===== config.mk =====
export PLATFORM = sky130hd
export DESIGN_NAME = obstacle_lane_engine
export DESIGN_NICKNAME = d
export VERILOG_FILES = /design/src/rtl/obstacle_lane_engine.sv
export SDC_FILE = /design/constraint.sdc
export NUM_CORES = 1
export LEC_CHECK = 0
export ABC_AREA = 1
export BUFFER_PORTS_ARGS = -buffer_cell sky130_fd_sc_hd__buf_4
export CAP_MARGIN = 25
export CORE_ASPECT_RATIO = 1.1
export CORE_MARGIN = 4
export CORE_UTILIZATION = 60
export DETAILED_ROUTE_END_ITERATION = 7
export PLACE_DENSITY = 0.82
export SLEW_MARGIN = 20
export SYNTH_ARGS = -nofsm -noshare
export SYNTH_HDL_FRONTEND = slang
export SYNTH_SLANG_ARGS = --single-unit

===== constraint.sdc =====
create_clock -name i_Clk -period 7.9 [get_ports i_Clk]
set_input_delay 1.58 -clock i_Clk [delete_from_list [all_inputs] [get_ports i_Clk]]
set_output_delay 1.58 -clock i_Clk [all_outputs]
set_load 0.03 [all_outputs]

===== src/rtl/obstacle_lane_engine.sv =====
// Moves one car per lane horizontally on a level-dependent tick; lanes are
// refreshed one per cycle in a sweep so only a single adder/wrap path exists.
module obstacle_lane_engine #(
   parameter int                      NUM_LANES        = 6,
   parameter int                      C_BASE_CAR_SPEED = 781250,
   parameter int                      H_VISIBLE_AREA   = 640,
   parameter int                      TILE_SIZE        = 32,
   parameter logic [3*NUM_LANES-1:0]  LANE_MULT        = {3'd4, 3'd2, 3'd1, 3'd2, 3'd4, 3'd2},
   parameter logic [10*NUM_LANES-1:0] LANE_INIT_X      = {10'd288, 10'd256, 10'd128, 10'd96, 10'd64, 10'd32}
) (
   input  logic                    i_Clk,
   input  logic                    i_Reset,
   input  logic                    i_Enable,
   input  logic [NUM_LANES-1:0]    i_Reverse,
   input  logic [3:0]              i_Score,
   output logic [10*NUM_LANES-1:0] o_Car_X,
   output logic                    o_Busy,
   output logic                    o_Update_Done,
   output logic                    o_Overrun
);

   localparam logic [10:0] MAX_X  = 11'(H_VISIBLE_AREA - TILE_SIZE);
   localparam logic [19:0] BASE_P = 20'(C_BASE_CAR_SPEED);
   localparam int          IDX_W  = (NUM_LANES > 1) ? $clog2(NUM_LANES) : 1;
   localparam logic [IDX_W-1:0] LAST_IDX = IDX_W'(NUM_LANES - 1);

   typedef enum logic [1:0] {S_IDLE, S_SWEEP, S_DONE} state_t;

   state_t                       state_q, state_d;
   logic [19:0]                  cnt_q, cnt_d;
   logic [19:0]                  period_q, period_d;
   logic [IDX_W-1:0]             idx_q, idx_d;
   logic                         pending_q, pending_d;
   logic                         overrun_q, overrun_d;
   logic [NUM_LANES-1:0][9:0]    car_x_q;
   logic                         tick;
   logic                         lane_we;
   logic [9:0]                   cur_x;
   logic [2:0]                   mult;
   logic [10:0]                  x11, m11, sum11;
   logic [9:0]                   new_x;

   always_comb begin
      if (i_Score <= 4'd3)      period_d = BASE_P;
      else if (i_Score <= 4'd6) period_d = BASE_P >> 1;
      else if (i_Score <= 4'd9) period_d = BASE_P >> 2;
      else                      period_d = BASE_P >> 3;
   end

   // >= rather than == so a period shrink mid-count fires at once instead of wrapping.
   assign tick = i_Enable && (cnt_q >= period_q - 20'd1);

   always_comb begin
      cnt_d = cnt_q;
      if (i_Enable) cnt_d = tick ? 20'd0 : cnt_q + 20'd1;
   end

   assign cur_x = car_x_q[idx_q];
   assign mult  = LANE_MULT[idx_q*3 +: 3];
   assign x11   = {1'b0, cur_x};
   assign m11   = {8'd0, mult};
   assign sum11 = x11 + m11;

   always_comb begin
      new_x = cur_x;
      if (i_Reverse[idx_q]) begin
         if (x11 < m11) new_x = 10'(x11 + MAX_X - m11);
         else           new_x = 10'(x11 - m11);
      end else begin
         if (sum11 >= MAX_X) new_x = 10'(sum11 - MAX_X);
         else                new_x = 10'(sum11);
      end
   end

   always_comb begin
      state_d   = state_q;
      idx_d     = idx_q;
      pending_d = pending_q;
      overrun_d = overrun_q | (tick & pending_q);
      lane_we   = 1'b0;
      case (state_q)
         S_IDLE: begin
            if (tick || pending_q) begin
               state_d   = S_SWEEP;
               idx_d     = '0;
               pending_d = 1'b0;
            end
         end
         S_SWEEP: begin
            lane_we = 1'b1;
            if (tick) pending_d = 1'b1;
            if (idx_q == LAST_IDX) begin
               state_d = S_DONE;
               idx_d   = '0;
            end else begin
               idx_d = idx_q + 1'b1;
            end
         end
         S_DONE: begin
            state_d = S_IDLE;
            if (tick) pending_d = 1'b1;
         end
         default: state_d = S_IDLE;
      endcase
   end

   always_ff @(posedge i_Clk) begin
      if (i_Reset) begin
         state_q   <= S_IDLE;
         cnt_q     <= '0;
         period_q  <= BASE_P;
         idx_q     <= '0;
         pending_q <= 1'b0;
         overrun_q <= 1'b0;
         car_x_q   <= LANE_INIT_X;
      end else begin
         state_q   <= state_d;
         cnt_q     <= cnt_d;
         period_q  <= period_d;
         idx_q     <= idx_d;
         pending_q <= pending_d;
         overrun_q <= overrun_d;
         if (lane_we) car_x_q[idx_q] <= new_x;
      end
   end

   assign o_Car_X       = car_x_q;
   assign o_Busy        = (state_q != S_IDLE);
   assign o_Update_Done = (state_q == S_DONE);
   assign o_Overrun     = overrun_q;

endmodule


## Word level (Yosys, flattened, before mapping)

Cells that the tools add are included.

- Flip-flop bits (word level): 107
- Bits in latches: 0
- RAM bits: 0
- Memory bits (read-only): 0
- Input port bits: 13
- Output and inout bits: 63
- Word-level logic and storage cells: 75
- Memories kept: 0

- $add $sub $neg: 8
- $mul: 1
- Div/mod/pow operators: 0
- Magnitude comparators: 8
- Equal/unequal tests: 6
- Shift-type cells: 1
- Mux-type cells: 23
- Bitwise operators: 2
- Reductions and logical operators: 13

Operator list:

| operator | number |
|---|---|
| $bwmux 60 | 1 |
| $mux 10 | 5 |
| $bmux 10 s3 | 1 |
| $demux 10 s3 | 1 |
| $add 20x1->20 const B | 1 |
| $ge 20x20->1 | 1 |
| $mux 20 | 1 |
| $sub 10x3->10 | 2 |
| $sub 20x1->20 const B | 1 |
| $mux 19 | 1 |
| $mux 18 | 1 |
| $shiftx 18x6->3 const A | 1 |
| $add 10x3->11 | 1 |
| $ge 11x10->1 const B | 1 |
| $add 10x10->10 const B | 1 |
| $lt 10x3->1 | 1 |
| $sub 10x10->10 const B | 1 |
| $mux 3 | 2 |
| $pmux 3 s2 | 1 |
| $reduce_bool 2->1 | 3 |
| $mul 3x2->5 const B | 1 |
| $le 4x2->1 const B | 1 |
| $le 4x3->1 const B | 1 |
| $le 4x4->1 const B | 1 |
| other kinds (22) | 30 |

## Depth between registers and ports, before layout

Gate-level depths: netlist of run 1.

- Depth in word-level cells: 7
- Depth in mapped cells: 28
- Depth with buffers taken out: 27

## Worst setup path after synthesis of run 1

Ideal clock, no wire load.

- Kind: flip-flop to flip-flop
- From: register idx_q[0]
- To: register car_x_q, in the netlist o_Car_X[7]
- Setup time: 0.109 ns
- Data arrival time: 3.416 ns
- Required time: 7.791 ns
- Setup slack: 4.375 ns
- Cell stages (with the launch flop): 26
- Buffers on the path: 2
- Clock period less this slack: 3.525 ns
- Cell sequence: dfxtp_1 buf_6 nor2_4 buf_6 a22oi_1 o21ai_0 inv_1 fa_1 or2_2 nand2_1 nand3_1 nor2_1 nand2_1 nand2_1 inv_1 ha_1 nor2_1 nand2_2 nand2_4 nand3_4 nand2_1 nand2_1 nand2_2 nand3_1 nand2_1 inv_1

- Word-level cells in the longest chain between the ends: 7
- Elaborated cells on any way between the ends: 22
- Those cells by class: add/sub: 5; mul: 1; order compare: 4; shift: 1; mux: 10; reduce/logical: 1

Ends and longest elaborated chain:

| what | line | source |
|---|---|---|
| start, declared | 32 | `logic [IDX_W-1:0] idx_q, idx_d;` |
| start signal, assigned | 120 | `idx_q <= idx_d;` |
| $mul 3x2->5 / $bmux 10 s3 (equally long branches) | 59, 58 |  |
| $shiftx 18x6->3 / $mux 10 (equally long branches) | 59, 58 |  |
| $add 10x3->11 / $add 10x10->10 (equally long branches) | 62, 67 |  |
| $sub 10x10->10 (tied with other cells) | 70 | `if (sum11 >= MAX_X) new_x = 10'(sum11 - MAX_X);` |
| $mux 10, on equally long branches | 70, 67 |  |
| $mux 10 | 66 | `if (i_Reverse[idx_q]) begin` |
| $bwmux 60 * | 123 | `if (lane_we) car_x_q[idx_q] <= new_x;` |
| end signal, assigned by index | 123 |  |
| end, declared | 35 | `logic [NUM_LANES-1:0][9:0] car_x_q;` |

Every way passes the cells marked *; elsewhere a longest branch is shown, timed or not. The select of a mux whose other input is x is not followed.
A chain may end at the register's enable or synchronous reset.

## Final worst setup path of run 1

- From: register idx_q[0]
- To: register car_x_q, in the netlist o_Car_X[28]

Same word-level chain as after synthesis.

==> results.md, run 1 <==
- Final Worst Setup Slack: 3.115 ns
- GRT Util Overall: 29.05%
- Die area: around 12000 um2
- Grt total ovfl: 0
- Async SR Flop Fraction: 0%
- Final ANT Viol Nets: 0
- Hold Buf Count CTS: 0
- Number of fill cells in the layout: roughly 880
- Area grow syn2layout: 12.81%
- Most frequent cell after synthesis: nand2_1
- Initial antenna violation count: 0
- Avg Cell Area, Syn: 6.910 um2
- Max Fclk: about 0.21 GHz
- GPL Wtd Cong: 0.9702
- Final nets: 1035
- Hold Vio Cnt, Final: 0
- HP Start: o_Overrun
- Post-synthesis register bit count: 97
- IO buf count: 75
- Worst vdd rail ir drop: 89.95 uV
- Setup TNS: 0 ns
- Cell accounting for the most synthesized area: dfxtp_1
- Worst path slowest cell: dfxtp_1
- DRC Markers: 0
- Syn_nets: roughly 970
- Die Y: 115.3 um
- Avg Vias per Cell: 5.456
- Worst Tran Pin Value: approximately 1.1 ns
- CTS tree: yes
- Clock Path Buffers: 2
- Share of the synthesized area in the top cell type: 30.92%
- Layout cell share with drive strength beyond 1: 15.75%
- Final setup viols: 0
- DR iter-0 viols: around 450
- I/O Pins: 76
- Routed WL: between 15000 and 20000 um
- Vias in the first global route: 5645
- Crit share post-route: 60.57%
- Synth unique cells: 48
- Total power: 0.001010 W
- Synth top cells by count: nand2_1, inv_1, dfxtp_1
- Design area: 7086 um2
- Slew Viols, Final: 0
- Hold endpoint: o_Overrun
- Tmin final: 4.785 ns
- Critical Path AT: 5.05 ns
- DP Worst Slack: 3.146 ns
- Critical path class: flip-flop to flip-flop
- Clock sink total: 97
- Critical R2R Capture: o_Car_X[28]
- Yosys warns: 0
- Cts repair resizes: 0
- Post-Synthesis Cells: 909
- Hold Path Cell Cnt: 1
- CP required: 8.17 ns
- Total of max-cap violations: 0
- Post CTS Setup Buffer Count: 0
- Post-synth EDFFs: 0
- Max-slew headroom: 26.63%
- Clock skew: 0.01103 ns
- First-pass GRT wire length: about 28000 um
- Reg-to-reg slack, setup: slightly above 3 ns
- DR vias: 6100
- Path depth of the worst reg2reg path: 22
- Post-synth top flop: dfxtp_1
- Std-Cell Rows: 38
- Later-pin clock latency in the skew report: 0.38 ns
- Status: finished clean
- R2r startpoint: idx_q[0]
- Reg clk slew, reported paths: 0.10 ns
- Top post-synthesis cells by area: dfxtp_1, nand2_1, ha_1
- Pre-antenna DRT Iters: 5
- Clock root buffer master: clkbuf_8
- Starting Density: between 60% and 70%
- CP Cell Sequence: inv_2 -> nor2_8 -> a22oi_1 -> o21ai_0 -> inv_1 -> fa_1 -> or2_2 -> nand2_1 -> nand3_1 -> nor2_1 -> nand2_1 -> nand2_1 -> inv_1 -> ha_1 -> nor2_1 -> nand2_2 -> nand2_4 -> nand3_4 -> nand2_1 -> nand3_1 -> nand2_2 -> a21oi_1
- Hold slack: 0.4880 ns
- Die Span X: 105.6 um
- Total core area: 10030 um2
- Placed cell area: 6905 um2
- Hold Path Class: flip-flop to flip-flop
- Number of antenna diodes: 0
- CP Max Fanout: 21
- CP endpoint kind: flip-flop
- Largest net degree at the start of global routing: 48
- RSZ-0062 raised after global routing: no
- Power per cell area: ~140 nW/um2
- Startpoint types: flip-flop
- Drt wl/cell: 15.40 um
- Largest stage delay, worst path: around 0.89 ns
- HPWL Detailed: 12960 um
- H-tree depth: 3
- Synth Cell Area: 6281 um2
- Static leakage power: 3.442 nW
- Sequential share of the synthesized area: 30.92%
- CTS Buf Count: 9
- CP dominant cell by count: nand2_1
## area by class of cell
class | count | area, um2 | share of cell area (%)
flip-flops and latches | 97 | 1942 | 27.41
inverters | 149 | 566.8 | 7.999
multi-input cells | 636 | 3621 | 51.10
clock inverters | 6 | 42.54 | 0.6004
repair buffers | 80 | 600.6 | 8.476
well taps | 140 | 175.2 | 2.472
clock buffers | 10 | 137.6 | 1.942
## flip-flops by register name, indices dropped and copies added (netlist names)
name,cells
pending_q,1
idx_q,3
o_Car_X,60
period_q,10
state_q,2
cnt_q,20
o_Overrun,1
## worst max-delay path: cells and delay by family (launching register included)
| kind | cells | cell delay, ns |
|---|---|---|
| adders and majority gates | 2 | 0.64 |
| buffers and inverters | 3 | 0.52 |
| AOI/OAI and AO/OA | 3 | 0.64 |
| and+or+nand+nor | 14 | 1.96 |
| DFF | 1 | 0.89 |
## power breakdown
group	switching [W]	total (W)	internal, W
logic	0.000134	0.000199	0.0000658
clock network	0.000183	0.000306	0.000124
registers	0.00000739	0.000505	0.000497
## per-layer routing
metal / wire length, um / track usage (%) / vias up
met4: 762 / 15.80 / 0
met5: 0 / 0 / -
met3: 1646 / 4.941 / 57
met2: 7864 / 47.49 / 261
li1: - / - / 3038
met1: 6939 / 36.81 / 2744
## layout by cell type (no fill, tap or decap), types with 5 or more instances in the layout
cell type | Yosys | routed
a211oi_1 | 6 | 6
a21oi_1 | 68 | 68
a22oi_1 | 7 | 7
buf_4 | 2 | 80
clkbuf_8 | 0 | 10
dfxtp_1 | 97 | 97
ha_1 | 45 | 45
inv_1 | 140 | 140
inv_2 | 5 | 5
nand2_1 | 185 | 185
nand2_2 | 15 | 15
nand2_4 | 6 | 6
nand3_1 | 52 | 52
nand3_2 | 5 | 5
nand4_1 | 11 | 11
nor2_1 | 94 | 94
nor2_2 | 6 | 6
nor3_1 | 7 | 7
o21ai_0 | 42 | 42
o21ai_1 | 19 | 19
o21ai_2 | 7 | 7
xnor2_1 | 5 | 5
xor2_1 | 16 | 16
## worst max-delay path by stage
| stage | startpoint | to | cells after the start |
|---|---|---|---|
| floorplan | idx_q[0] | o_Car_X[7] | 25 |
| global placement | idx_q[0] | o_Car_X[18] | 22 |
| detailed placement | idx_q[0] | o_Car_X[28] | 22 |
| CTS | idx_q[0] | o_Car_X[28] | 22 |
| global route | idx_q[0] | o_Car_X[15] | 24 |
| finish | idx_q[0] | o_Car_X[28] | 22 |
## logic make-up after synthesis
group                      Yosys count  synth area share (%)
AOI/OAI and AO/OA                  169                 15.74
xor gates and xnor gates            21                 2.928
adders and majority gates           49                 10.24
buffers and inverters              176                 11.43
DFF                                 97                 30.92
and+or+nand+nor                    397                 28.75
## through the flow
| step | util, % | instances |
|---|---|---|
| after floorplan | - | 909 |
| after global placement | 68.83 | 1102 |
| after detailed placement | 68.83 | 1102 |
| after CTS | 70.63 | 1118 |
| after global routing | 70.63 | 1118 |
| final | 70.63 | 1118 |
Note: power is estimated with default switching activity, not from simulation.
==> inputs of run 2 (changes only) <==
CORE_UTILIZATION = 53   (was 60)
PLACE_DENSITY = 0.77   (was 0.82)
clock period = 4 ns   (was 7.9 ns; I/O delays follow)
==> run 2 against run 1 <==
Net effect:
- flip-flop and latch count unchanged
- via count grew 1.7%
- clock skew fell by 0.0029 ns
- global-route usage decreased by 3.6 points
- sequential power up 97%
- die area grew 12%
- core utilization decreased by 6.4 points
- count of clock-buffer cells in the layout stayed put
- final cell count is 2.5% higher
==> results.md, run 2 (synthesis gave the netlist of run 1 again) <==
- Status: finished clean
- Max Fclk: 0.2714 GHz (+30%)
- Grt total ovfl: 0 (unchanged)
- CP required: 4.22 ns (-3.95 ns)
- Reg clk slew, reported paths: 0.07 ns (-0.03 ns)
- Clock root buffer master: clkbuf_16
- Std-Cell Rows: 41 (+7.9%)
- Top delay family on crit path: simple AND/OR/NAND/NOR gates
- Worst Tran Pin Value: 0.7077 ns (-0.3888 ns)
- Later-pin clock latency in the skew report: 0.35 ns (-0.03 ns)
- GRT Util Overall: 25.44% (-3.6 points)
- Switch Pwr: 0.0006825 W (+110%)
- Avg Vias per Cell: 5.414 (-0.76%)
- Static leakage power: 3.594 nW (+4.4%)
- Vias in the first global route: 5787 (+2.5%)
- Largest stage delay, worst path: 0.41 ns (-0.48 ns)
- HP Start: o_Overrun
- Total core area: 11540 um2 (+15%)
- Sequential Power Share: 42.2% (-7.8 points)
- Setup TNS: 0 ns (unchanged)
- Most frequent cells in the layout: nand2_1, inv_1, buf_4
- DR iter-0 viols: 577 (+27%)
- CP endpoint kind: flip-flop
- P_int: 0.001676 W (+140%)
- First-pass GRT wire length: 28150 um (+0.82%)
- Hold Path Cell Cnt: 1 (unchanged)
- Layout cell share with drive strength beyond 1: 17.97% (+2.2 points)
- DR vias: 6205 (+1.7%)
- Clock Path Buffers: 2 (unchanged)
- Worst path slowest cell: dfxtp_4
- Clock sink total: 97 (unchanged)
- Max reg flops: 60 (unchanged)
- Power per cell area: 318.4 nW/um2 (+120%)
- DRC Markers: 0 (unchanged)
- H-tree depth: 3 (unchanged)
- Number of antenna diodes: 0 (unchanged)
- Initial antenna violation count: 0 (unchanged)
- Die Span X: 111.8 um (+5.9%)
- Critical Path AT: 3.90 ns (-1.15 ns)
- Final nets: 1053 (+1.7%)
- I/O Pins: 76 (unchanged)
- Crit share post-route: 92.12% (+32 points)
- Gate power share: 17.1% (-2.6 points)
- HPWL Detailed: 13240 um (+2.1%)
- Die area: 13660 um2 (+12%)
- Routed WL: 17440 um (+1.3%)
- Max-slew headroom: 52.70% (+26 points)
- Final ANT Viol Nets: 0 (unchanged)
- Reg-to-reg slack, setup: 0.32 ns (-2.80 ns)
- Path depth of the worst reg2reg path: 24 (+9.1%)
- Area grow syn2layout: 17.97%
- Hold endpoint: o_Overrun
- Commonest non-fill, non-tap cell in the layout: nand2_1
- Starting Density: 54.42% (-8.2 points)
- Slew Viols, Final: 0 (unchanged)
- Hold Path Class: flip-flop to flip-flop
- Hold Buf Count CTS: 0 (unchanged)
- CTS Buf Count: 9 (unchanged)
- CP Max Fanout: 9 (-57%)
- Final setup viols: 0 (unchanged)
- CTS tree: yes
- Critical R2R Capture: o_Car_X[28]
- Drt wl/cell: 15.22 um (-1.2%)
- Critical path class: flip-flop to flip-flop
- Tmin final: 3.685 ns (-1.100 ns)
- Clk pwr share: 40.7% (+10 points)
- R2r startpoint: idx_q[1]
- Switching share of power: 28.93% (-3.1 points)
- Startpoint types: flip-flop
- Bufs and invs on worst path: 2 (-1)
- IO buf count: 75 (unchanged)
- Die Y: 122.2 um (+6.0%)
- Largest net degree at the start of global routing: 48 (unchanged)
- Pre-antenna DRT Iters: 6 (+1)
- Worst Setup SP: idx_q[1]
- CP dominant cell by count: nand2_1
- Post-layout util: 64.20% (-6.4 points)
- Hold slack: 0.4705 ns (-0.01746 ns)
- GPL Wtd Cong: 0.9580 (-1.3%)
- Total of max-cap violations: 0 (unchanged)
- Clock skew: 0.008159 ns (-0.002870 ns)
- Hold Vio Cnt, Final: 0 (unchanged)
- Worst vdd rail ir drop: 203.7 uV (+130%)
- CP Cell Sequence: nor2_4 -> a22oi_1 -> nand3_1 -> nand2_1 -> o21ai_1 -> ha_2 -> inv_1 -> fa_1 -> or2_2 -> nand2_2 -> nand3_2 -> nor2_2 -> nand2_1 -> nand2_1 -> inv_1 -> ha_1 -> nor2_1 -> nand2_2 -> nand2_4 -> nand3_4 -> nand2_1 -> nand3_1 -> nand2_2 -> a21oi_1
[run 2: cell count changes in the layout (fill, tap and decap cells not counted), moves of 3 or more]
cell | previous run | this run
buf_4 | 80 | 97
clkbuf_8 | 10 | 0
o21ai_1 | 19 | 22
clkbuf_16 | 0 | 9
o21ai_0 | 42 | 38
[run 2: worst max path at each step]
stage,to,slack (ns),cells after the start
floorplan,o_Car_X[7],0.48,25
global placement,o_Car_X[38],0.20,25
detailed placement,o_Car_X[28],0.07,25
CTS,o_Car_X[28],0.04,25
global route,o_Car_X[45],-0.02,25
finish,o_Car_X[28],0.32,24
[run 2: worst register-to-register path, cell delays in order, from the launching register on]
cell     delay [ns]
dfxtp_4        0.41
nor2_4         0.23
a22oi_1        0.13
nand3_1        0.08
nand2_1        0.05
o21ai_1        0.13
ha_2           0.22
inv_1          0.05
fa_1           0.37
or2_2          0.32
nand2_2        0.10
nand3_2        0.10
nor2_2         0.11
nand2_1        0.06
nand2_1        0.12
inv_1          0.06
ha_1           0.21
nor2_1         0.13
nand2_2        0.09
nand2_4        0.11
nand3_4        0.08
nand2_1        0.06
nand3_1        0.07
nand2_2        0.18
a21oi_1        0.09
[run 2: area by class of cell]
type,count,area [um2]
well taps,150,187.7
flip-flops and latches,97,1947
fillers,1033,4133
clock inverters,6,97.59
multi-input cells,637,3651
inverters,149,569.3
repair buffers,97,728.2
clock buffers,10,229.0
[run 2: timing repair]
item	in CTS	in global routing
gates resized for setup	0	14
setup buffers	0	9
endpoints found under the hold margin	0	0
endpoints found under the setup margin	0	30
[run 2: metal layers]
layer,track usage (%),share of wire [%],vias to the layer above,wire [um]
met5,0,0,-,0
met4,10.57,3.4,0,590
met3,5.117,7.0,51,1226
met2,42.84,48,255,8411
met1,31.86,41,2811,7209
li1,-,-,3088,-
[run 2: power groups by stage]
stage | Clock (W) | Sequential (W) | Combinational [W]
6_report | 0.000961 | 0.000995 | 0.000403
5_1_grt | 0.00102 | 0.000996 | 0.000450
4_1_cts | 0.000969 | 0.000995 | 0.000395
3_5_place_dp | 0 | 0.00102 | 0.000391
3_3_place_gp | 0 | 0.00102 | 0.000387
2_1_floorplan | 0 | 0.00103 | 0.000277
[run 2: metrics by stage]
| stage | total power (W) | cell area (um2) | cells | setup WS (ns) |
|---|---|---|---|---|
| 6_report | 0.002359 | 7410 | 1146 | 0.3154 |
| 5_1_grt | 0.002462 | 7410 | 1146 | -0.01980 |
| 4_1_cts | 0.002359 | 7305 | 1136 | 0.03614 |
| 3_5_place_dp | 0.001409 | 6978 | 1120 | 0.06712 |
| 3_3_place_gp | 0.001404 | 6978 | 1120 | 0.1998 |
| 2_1_floorplan | 0.001307 | 6281 | 909 | 0.4751 |
==> inputs of run 3 (changes only) <==
CELL_PAD_IN_SITES_DETAIL_PLACEMENT = 0   (was unset)
CELL_PAD_IN_SITES_GLOBAL_PLACEMENT = 2   (was unset)
CORE_UTILIZATION = 30   (was 53)
PLACE_DENSITY = unset   (was 0.77)
PLACE_DENSITY_LB_ADDON = 0.1   (was unset)
==> run 3 against run 2 <==
Net effect:
- first-iteration DRC count fell by 57%
- routed wire length rose by 27%
- clock power fell by 3.0%
- via count fell by 4.2%
- core utilization fell by 27 points
- global-route usage fell by 6.8 points
- non-clock buffer count rose by 13
- die area rose by 71%
- worst hold slack got worse by 0.0057 ns
- critical endpoint is now o_Car_X[16]
- largest cell class unchanged
==> results.md, run 3 (synthesis gave the netlist of run 1 again) <==
- Routed WL: 22080 um (+27%)
- DRC Markers: 0 (unchanged)
- Hold Vio Cnt, Final: 0 (unchanged)
- Static leakage power: 3.674 nW (+2.2%)
- Drt wl/cell: 17.47 um (+15%)
- Vias in the first global route: 5896 (+1.9%)
- Worst Tran Pin Value: 0.9186 ns (+0.2109 ns)
- Clock sink total: 97 (unchanged)
- Commonest non-fill, non-tap cell in the layout: nand2_1
- Largest stage delay, worst path: 0.74 ns (+0.33 ns)
- Reg clk slew, reported paths: 0.07 ns (about the same)
- DR iter-0 viols: 248 (-57%)
- Power per cell area: 310.4 nW/um2 (-2.5%)
- Hold Buf Count CTS: 0 (unchanged)
- Worst path slowest cell: o21ai_0
- CP Max Fanout: 5 (-4)
- CTS Buf Count: 9 (unchanged)
- Clock Path Buffers: 2 (unchanged)
- Std-Cell Rows: 55 (+34%)
- Max Fclk: 0.2595 GHz (-4.4%)
- Area grow syn2layout: 21.97%
- CP required: 4.25 ns (+0.03 ns)
- Hold Path Class: flip-flop to flip-flop
- Final ANT Viol Nets: 0 (unchanged)
- Starting Density: 30.53% (-24 points)
- CP dominant cell by count: nand2_1
- Slew Viols, Final: 0 (unchanged)
- Clock root buffer master: clkbuf_16
- Bufs and invs on worst path: 4 (+2)
- Final setup viols: 0 (unchanged)
- Max reg flops: 60 (unchanged)
- Placed cell area: 7266 um2 (+4.1%)
- Non-filler instance count after layout: 1264 (+10%)
- Critical Path AT: 4.10 ns (+0.20 ns)
- CP endpoint kind: flip-flop
- Avg Vias per Cell: 4.703 (-13%)
- Layout cell share with drive strength beyond 1: 19.35% (+1.4 points)
- Crit share post-route: 96.33% (+4.2 points)
- Total core area: 20580 um2 (+78%)
- Clock skew: 0.007845 ns (-0.0003135 ns)
- IO buf count: 75 (unchanged)
- Critical path class: flip-flop to flip-flop
- Tmin final: 3.853 ns (+0.1686 ns)
- Later-pin clock latency in the skew report: 0.35 ns (about the same)
- Dpl cells: 1245 (+11%)
- Post-layout util: 37.23% (-27 points)
- Final nets: 1065 (+1.1%)
- Grt total ovfl: 0 (unchanged)
- Largest net degree at the start of global routing: 48 (unchanged)
- Multi-input logic area: 3666 um2 (+0.41%)
- Die Y: 159.8 um (+31%)
- CTS tree: yes
- Top delay family on crit path: compound AO/OA/AOI/OAI gates
- Startpoint types: flip-flop
- Number of antenna diodes: 0 (unchanged)
- Total of max-cap violations: 0 (unchanged)
- Max-slew headroom: 38.11% (-15 points)
- GRT Util Overall: 18.62% (-6.8 points)
- Design area: 7661 um2 (+3.4%)
- FF/Latch Area: 1943 um2 (-0.19%)
- First-pass GRT wire length: 33960 um (+21%)
- I/O Pins: 76 (unchanged)
- H-tree depth: 3 (unchanged)
- Reg-to-reg slack, setup: 0.15 ns (-0.17 ns)
- GPL Wtd Cong: 0.8434 (-12%)
- Number of fill cells in the layout: 2201 (+110%)
- Initial antenna violation count: 0 (unchanged)
- Die area: 23320 um2 (+71%)
- Most frequent cells in the layout: nand2_1, inv_1, buf_4
- HPWL Detailed: 17390 um (+31%)
- DR vias: 5945 (-4.2%)
- Worst vdd rail ir drop: 143.9 uV (-29%)
- Status: finished clean
- CP Cell Sequence: buf_4 -> nand2_2 -> o221ai_2 -> nand2_1 -> o21ai_0 -> buf_4 -> ha_1 -> inv_1 -> fa_1 -> inv_1 -> a21oi_1 -> o21ai_0 -> nand2_1 -> nand2_1 -> a21oi_1 -> o21ai_0 -> o21ai_0 -> nand2_1 -> nand2_1 -> nand2_1
- Pre-antenna DRT Iters: 5 (-1)
- Die Span X: 146.0 um (+31%)
[run 3: cell count changes in the layout (fill, tap and decap cells not counted), moves of 2 or more]
| cell | previous run | this run |
|---|---|---|
| buf_4 | 97 | 105 |
| buf_6 | 0 | 3 |
| clkbuf_8 | 0 | 3 |
| inv_6 | 4 | 1 |
| clkinv_4 | 0 | 2 |
| nand2_1 | 184 | 182 |
| o21ai_0 | 38 | 40 |
[run 3: final cells by class]
class | instances | share of cell area, %
inverter | 149 | 7.398
timing repair buffer | 110 | 11.06
multi-input combinational | 636 | 47.85
clock buffer | 13 | 3.528
tap | 256 | 4.181
clock inverter | 3 | 0.6206
sequential | 97 | 25.36
[run 3: power breakdown]
part / internal, W / switching [W] / total (W)
Clock: 0.000539 / 0.000393 / 0.000932
Sequential: 0.000982 / 0.0000148 / 0.000997
Combinational: 0.000154 / 0.000295 / 0.000449
[run 3: worst paths after layout]
check | startpoint | end | cells after the start
worst max-delay path | idx_q[0] | o_Car_X[16] | 20
worst min-delay path | o_Overrun | o_Overrun | 1
worst max register to register | idx_q[0] | o_Car_X[16] | 20
worst min register to register | o_Overrun | o_Overrun | 1
[run 3: metrics by stage]
| step | worst slack [ns] | hold WS (ns) | total power (W) | TNS, ns |
|---|---|---|---|---|
| 6_report | 0.1468 | 0.4648 | 0.002378 | 0 |
| 5_1_grt | -0.1065 | 0.4819 | 0.002494 | -0.5082 |
| 4_1_cts | 0.05231 | 0.4708 | 0.002401 | 0 |
| 3_5_place_dp | 0.07200 | 0.4541 | 0.001461 | 0 |
| 3_3_place_gp | 0.1211 | 0.4518 | 0.001466 | 0 |
| 2_1_floorplan | 0.4751 | 0.4560 | 0.001307 | 0 |
[run 3: worst reg2reg max path, stage by stage (launching register included)]
cell,delay (ns)
dfxtp_1,0.36
buf_4,0.17
nand2_2,0.11
o221ai_2,0.22
nand2_1,0.10
o21ai_0,0.10
buf_4,0.17
ha_1,0.17
inv_1,0.06
fa_1,0.48
inv_1,0.04
a21oi_1,0.10
o21ai_0,0.15
nand2_1,0.09
nand2_1,0.10
a21oi_1,0.16
o21ai_0,0.13
o21ai_0,0.74
nand2_1,0.17
nand2_1,0.10
nand2_1,0.04
[run 3: what timing repair did]
action | 4_1_cts | 5_1_grt
setup buffers | 0 | 2
gates resized for setup | 0 | 18
setup endpoints to repair | 0 | 30
[run 3: per-layer routing]
metal / part of all wire (%) / GRT usage, % / vias to the layer above
met5: 0 / 0 / -
met1: 45 / 23.79 / 2728
met4: 1.3 / 4.836 / 0
li1: - / - / 3111
met3: 2.6 / 2.299 / 20
met2: 51 / 33.17 / 86
